==> src/rtl/int_trigger.sv <==
// PC-triggered interrupt source: fires when the CPU PC reaches a programmable word address, acked/re-armed by stores.
// Build option INT_TRIGGER_PERIODIC_EN: after an ack, re-assert every PERIOD cycles instead of stopping in DONE.
module int_trigger #(
    parameter logic [31:0] TRIG_PC   = 32'h0000_3010,
    parameter logic [31:0] ACK_ADDR  = 32'h0000_7F20,
    parameter logic [31:0] CTRL_ADDR = 32'h0000_7F24,
    parameter logic [15:0] PERIOD    = 16'd8
) (
    input  logic        clk,
    input  logic        reset,
    input  logic [31:0] macroscopic_pc,
    input  logic [31:0] m_data_addr,
    input  logic [31:0] m_data_wdata,
    input  logic [3:0]  m_data_byteen,
    output logic        interrupt,
    output logic [7:0]  irq_count,
    output logic [1:0]  state
);

    localparam int unsigned CNT_W = 8;
    localparam logic [31:0] TRIG_PC_W   = {TRIG_PC[31:2], 2'b00};
    localparam logic [31:0] ACK_ADDR_W  = {ACK_ADDR[31:2], 2'b00};
    localparam logic [31:0] CTRL_ADDR_W = {CTRL_ADDR[31:2], 2'b00};

    typedef enum logic [1:0] {
        ST_ARMED  = 2'd0,
        ST_ASSERT = 2'd1,
        ST_WAIT   = 2'd2,
        ST_DONE   = 2'd3
    } state_e;

    state_e             state_q, state_d;
    logic [31:0]        trig_pc_q, trig_pc_d;
    logic [CNT_W-1:0]   count_q, count_d;
    logic               irq_q, irq_d;

    logic               store;
    logic               ctrl_hit;
    logic               ack_hit;
    logic               pc_hit;

    assign store    = |m_data_byteen;
    assign ctrl_hit = store && ({m_data_addr[31:2], 2'b00} == CTRL_ADDR_W);
    assign ack_hit  = store && ({m_data_addr[31:2], 2'b00} == ACK_ADDR_W);
    assign pc_hit   = ({macroscopic_pc[31:2], 2'b00} == trig_pc_q);

`ifdef INT_TRIGGER_PERIODIC_EN
    logic [15:0] wait_cnt_q, wait_cnt_d;
    logic [3:0]  unused_bits;
    assign unused_bits = {macroscopic_pc[1:0], m_data_addr[1:0]} ^ {2'b00, m_data_wdata[1:0]};
`else
    logic [19:0] unused_bits;
    assign unused_bits = {PERIOD, macroscopic_pc[1:0], m_data_addr[1:0]} ^ {18'd0, m_data_wdata[1:0]};
`endif

    // State, trigger PC, assertion counter and interrupt register
    always_ff @(posedge clk) begin
        if (reset) begin
            state_q    <= ST_ARMED;
            trig_pc_q  <= TRIG_PC_W;
            count_q    <= '0;
            irq_q      <= 1'b0;
`ifdef INT_TRIGGER_PERIODIC_EN
            wait_cnt_q <= '0;
`endif
        end else begin
            state_q    <= state_d;
            trig_pc_q  <= trig_pc_d;
            count_q    <= count_d;
            irq_q      <= irq_d;
`ifdef INT_TRIGGER_PERIODIC_EN
            wait_cnt_q <= wait_cnt_d;
`endif
        end
    end

    // Next state: CTRL store beats ACK store beats PC match
    always_comb begin
        state_d   = state_q;
        trig_pc_d = trig_pc_q;
        count_d   = count_q;
`ifdef INT_TRIGGER_PERIODIC_EN
        wait_cnt_d = wait_cnt_q;
`endif
        if (ctrl_hit) begin
            trig_pc_d = {m_data_wdata[31:2], 2'b00};
            state_d   = ST_ARMED;
`ifdef INT_TRIGGER_PERIODIC_EN
            wait_cnt_d = '0;
`endif
        end else begin
            case (state_q)
                ST_ARMED: begin
                    if (pc_hit) state_d = ST_ASSERT;
                end
                ST_ASSERT: begin
                    if (ack_hit) begin
`ifdef INT_TRIGGER_PERIODIC_EN
                        state_d    = ST_WAIT;
                        wait_cnt_d = PERIOD - 16'd1;
`else
                        state_d    = ST_DONE;
`endif
                    end
                end
                ST_WAIT: begin
`ifdef INT_TRIGGER_PERIODIC_EN
                    if (wait_cnt_q == 16'd0) state_d = ST_ASSERT;
                    else                     wait_cnt_d = wait_cnt_q - 16'd1;
`else
                    state_d = ST_DONE;
`endif
                end
                ST_DONE: begin
                    state_d = ST_DONE;
                end
                default: begin
                    state_d = ST_ARMED;
                end
            endcase
        end
        // Count each entry into ASSERT, saturating
        if ((state_d == ST_ASSERT) && (state_q != ST_ASSERT) && (count_q != 8'hFF)) begin
            count_d = count_q + CNT_W'(1);
        end
        irq_d = (state_d == ST_ASSERT);
    end

    assign interrupt = irq_q;
    assign irq_count = count_q;
    assign state     = state_q;

endmodule

==> config.mk <==
export PLATFORM = sky130hd
export DESIGN_NAME = int_trigger
export DESIGN_NICKNAME = d
export VERILOG_FILES = /design/src/rtl/int_trigger.sv
export SDC_FILE = /design/constraint.sdc
export NUM_CORES = 1
export LEC_CHECK = 0
export BUFFER_PORTS_ARGS = -buffer_cell sky130_fd_sc_hd__clkbuf_2
export CORE_ASPECT_RATIO = 1.2
export CORE_MARGIN = 2
export CORE_UTILIZATION = 47
export DETAILED_ROUTE_END_ITERATION = 16
export PLACE_DENSITY_LB_ADDON = 0.15
export SLEW_MARGIN = 25
export SYNTH_ARGS = -nofsm -noshare
export SYNTH_HDL_FRONTEND = slang
export SYNTH_SLANG_ARGS = --single-unit
==> constraint.sdc <==
create_clock -name clk -period 5.9 [get_ports clk]
set_input_delay 0.885 -clock clk [delete_from_list [all_inputs] [get_ports clk]]
set_output_delay 0.885 -clock clk [all_outputs]
set_load 0.02 [all_outputs]
=== Yosys cells after proc, flatten, opt, wreduce, memory -nomap -nowiden ===
Cells that the tools add are included.

* Bits in registers: 41
* Input port bits: 102
* Output and inout bits: 11
* Word-level logic and storage cells: 25

* $add $sub $neg: 1
* Equality and inequality tests: 9
* Muxes and demuxes: 4
* Reductions and logical operators: 7

{| class="wikitable"
|+ Operator list
! cell !! number
|-
| equality test 30 x 13 -> 1 bit, second input constant || 2
|-
| equality test 30 bit || 1
|-
| adder 8 x 1 -> 8 bit, second input constant || 1
|-
| inequality test 8 bit, second input constant || 1
|-
| 2-to-1 mux 2 bit || 3
|-
| one-hot mux 2 bit (3 select lines) || 1
|-
| equality test 2 x 1 -> 1 bit, second input constant || 2
|-
| equality test 2 bit, second input constant || 2
|-
| logical AND 1 bit || 4
|-
| OR reduction 4 bit || 1
|-
| zero test 2 bit || 1
|-
| inequality test 2 x 1 -> 1 bit, second input constant || 1
|-
| OR reduction 2 bit || 1
|}

=== Longest topological paths before layout ===
* Depth after elaboration: 8
* Mapped depth: 8
* Gate-level depth less buffers: 6

=== Worst setup path after synthesis ===
OpenSTA, ideal clock, no wires.

* Path kind: input port to flip-flop
* Start: in m_data_byteen[1]
* End: reg count_q[2] (netlist: irq_count[2])
* Data arrival time: 2.508 ns
* Setup slack: 3.271 ns
* Stages: 7
* Buffers on the path: 1
* Cell sequence: or4_4 nand3_2 nor3b_1 and2_1 buf_2 nor4b_1 mux2_2

* Cells in the longest elaborated chain, start to end: 8
* Elaborated cells between the ends (all ways): 9

{| class="wikitable"
|+ RTL lines
! what !! line !! RTL
|-
| start: declaration || 14 || <nowiki>input logic [3:0] m_data_byteen,</nowiki>
|-
| OR reduction 4 bit * || 42 || <nowiki>assign store = |m_data_byteen;</nowiki>
|-
| logical AND 1 bit || 44 || <nowiki>assign ack_hit = store && ({m_data_addr[31:2], 2'b00} == ACK_ADDR_W);</nowiki>
|-
| 2-to-1 mux 2 bit || 97 || <nowiki>if (ack_hit) begin</nowiki>
|-
| one-hot mux 2 bit (3 select lines) || 92 || <nowiki>case (state_q)</nowiki>
|-
| 2-to-1 mux 2 bit * || 85 || <nowiki>if (ctrl_hit) begin</nowiki>
|-
| equality test 2 x 1 -> 1 bit * || 123 || <nowiki>if ((state_d == ST_ASSERT) && (state_q != ST_ASSERT) && (count_q != 8'hFF)) begin</nowiki>
|-
| logical AND 1 bit * (2 in series) || 123 ||
|-
| end signal: assignment || 69 || <nowiki>count_q <= count_d;</nowiki>
|-
| end: declaration || 34 || <nowiki>logic [CNT_W-1:0] count_q, count_d;</nowiki>
|}

Mark *: on every way between the ends. The rest lies on a longest branch, timed or not.
A chain may end at the register's enable or synchronous reset.

=== Worst setup path in the final report ===
* Start: in m_data_addr[19]
* End: reg trig_pc_q[14]

* Cells in the longest elaborated chain, start to end: 2

{| class="wikitable"
|+ RTL lines
! what !! line !! RTL
|-
| start: declaration || 12 || <nowiki>input logic [31:0] m_data_addr,</nowiki>
|-
| equality test 30 x 13 -> 1 bit || 43 || <nowiki>assign ctrl_hit = store && ({m_data_addr[31:2], 2'b00} == CTRL_ADDR_W);</nowiki>
|-
| logical AND 1 bit || 43 ||
|-
| end signal: assignment || 68 || <nowiki>trig_pc_q <= trig_pc_d;</nowiki>
|-
| end: declaration || 33 || <nowiki>logic [31:0] trig_pc_q, trig_pc_d;</nowiki>
|}

Every way passes these cells.

==> results.yml <==
clock_network:
  htree_levels: 2
  cts.sinks: 41
  numCtsBuffers: 5
  clk_pin_slew_ns: 0.07
  hold_buffers: 0
  cts_tree: "done"
  clockBufferDepth: 2
  cts-root-buf: "clkbuf_8"
  post-cts-setup-buffers: 0
  cts_resized: 0
  clk_latency_ns: 0.29
power:
  irDropWorstVdd_mv: 0.104
  power.density_nw_per_um2: 191
  leakagePower_nw: 1.13
timing:
  setup_tns_ns: 0
  rsz0062_at_grt: "no"
  timing.final.crit_share: 0.474
  setup_viol: 0
  fin_skew_ns: 0.00711
  final_hold_viol_count: 0
  drv_slew: 0
  timing.fmax_mhz: 357
  whs_ns: 0.462
  slew_headroom: 0.336
  finalCriticalPeriod_ns: 2.80
  worst_pin_slew_ns: 0.994
global_routing:
  use_met1: 0.245
  antenna_found_initial: 0
  grt_pass1_vias: 1917
  grt_pass1_wl_um: 8160
  grt_usage: 0.209
  gr-total-overflow: 0
  grt_use_met2: 0.367
  grt_util_met3: 0.0490
  busiest_layer: "met2"
  grt_max_degree: 50
critical_path:
  end_kind: "flop"
  crit_chain: "clkbuf_2, nor4b_1, nand4_1, nor3b_1, nand2_1, nand2_1, a21oi_1"
  rrSetupSlack_ns: 3.65
  critical_path.max_stage_delay_ns: 0.68
  cp.arrival_ns: 2.93
  cp_max_fo: 30
  start_kind: "primary input"
  rr_endpoint: "irq_count[6]"
  crit_path_frequent_cell: "nand2_1"
  rr_startpoint: "trig_pc_q[25]"
  required_ns: 6.03
  crit_start: "m_data_addr[19]"
  critical_path_class: "primary input to flop"
  cp_slowest_cell: "nand2_1"
  r2r_cells: 6
die:
  row_count: 26
  initial_core_util: 0.483
  die-height_um: 75.9
  dieArea_um2: 4860
  pin_count: 113
  fp.dieW_um: 64.0
  core_um2: 4200
route:
  wire_per_inst_um: 12.0
  num_vias: 1983
  drc: 0
  drtPass1Iterations: 4
  drtAntennaViolNets: 0
  drt-initial-drc-count: 68
  routed_via_density: 4.87
  wl_um: 4870
logic_synthesis:
  synth.most_common_cell: "nand2_1"
  netlist_top_cells_count: "nand2_1, dfxtp_1, a21oi_1"
  synth_warnings: 0
  seq_area_frac_synth: 0.405
  synth_top_family_by_area: "simple AND/OR/NAND/NOR gates"
  synthAdderAreaFrac: 0.00617
  syn_nets: 352
  yosysTopAreaCell: "dfxtp_1"
  ys_types: 35
  synthSimpleGateAreaFrac: 0.307
  synth_mux_area_frac: 0.0383
  ys_top_cells_by_area: "dfxtp_1, nand2_1, xnor2_1"
  synth_edf_count: 0
  async_flop_share: 0
  synth_xor_area_frac: 0.130
  netlist.area_leader.share: 0.405
  synthFlopType: "dfxtp_1"
  synth.avg_cell_area_um2: 8.14
  synth_seq_cells: 41
  netlist_area_um2: 2030
  synth-compound-area-share: 0.0858
  syn_inst: 249
min_path:
  hp-class: "flop to flop"
  worstHoldEndpoint: "trig_pc_q[8]"
  whs_path_depth: 2
  hold_start: "trig_pc_q[8]"
layout:
  multi_input_area_um2: 1150
  final_nets: 454
  area_delta_synth_final_pct: 31.8
  antenna-diode-count: 0
  fill_cells: 409
  register_area_um2: 821
  drive_above_1_share: 0.353
place:
  gpl.final_weighted_congestion: 0.784
  port_buffers: 106
  dp_hpwl_um: 3710
outcome:
  status: "completed"
flow_run:
  maxCapViolCount: 0
## critical path: cells and delay by family
family / cells / cell delay, ns
simple gates: 5 / 1.87
compound gates: 1 / 0.08
buf+inv: 1 / 0.09
## layout make-up
type                    count  area share
multi-input cells         194       0.430
flip-flops and latches     41       0.307
repair buffers            107       0.201
clock buffers               7      0.0323
well taps                  56      0.0262
inverters                   2     0.00281
## per-layer routing
metal	share of wire	wire, µm
met1	0.44	2120
met2	0.50	2440
met3	0.054	263
met4	0.0090	44
met5	0	0
## kinds of logic after synthesis
kind of cell | count (synthesis)
mux | 7
compound gates | 33
fa+ha+maj | 1
xor+xnor | 30
flops | 41
simple gates | 123
buf+inv | 14
## power breakdown
part	total (mW)	switching [mW]	leakage (nW)	internal, mW
clock	0.182	0.0893	0.0443	0.0928
sequential	0.276	0.000000000247	0.330	0.276
combinational	0.0514	0.0204	0.760	0.0310
## through the flow
step,area [µm²],setup slack [ns],util,instances,total power [mW]
global route,2670,2.86,0.637,407,0.530
detailed placement,2580,2.81,0.616,400,0.334
CTS,2670,3.12,0.637,407,0.515
finish,2670,3.10,0.637,407,0.510
floorplan,2030,3.27,-,249,0.299
global placement,2580,2.83,0.616,400,0.334
## registers in the layout, summed over array words and instances, names as in the netlist
name	count
trig_pc_q	30
interrupt	1
state	2
irq_count	8
## placed cells by master (no fill, tap or decap), types with 2 or more instances in the layout
cell type and instances:
dfxtp_1 41, or4_1 2, nand2_1 64, nand4_1 7, clkbuf_8 6, xnor2_1 20, clkbuf_2 106, nand2b_1 3
mux2_2 6, nor4b_1 3, a21oi_1 28, nor2b_1 6, nor3_1 4, nand3b_1 3, inv_1 2, xor2_1 10
nor4_1 9, nor2_1 9, nand3_1 4
## how the worst max path moves through the flow
stage | to | slack (ns) | depth (start not counted)
after floorplan | irq_count[2] | 3.27 | 7
after global placement | trig_pc_q[10] | 2.83 | 7
after detailed placement | trig_pc_q[14] | 2.81 | 7
after CTS | trig_pc_q[14] | 3.12 | 7
after global routing | trig_pc_q[30] | 2.86 | 7
final | trig_pc_q[14] | 3.10 | 7
(Power assumes the default switching activity.)
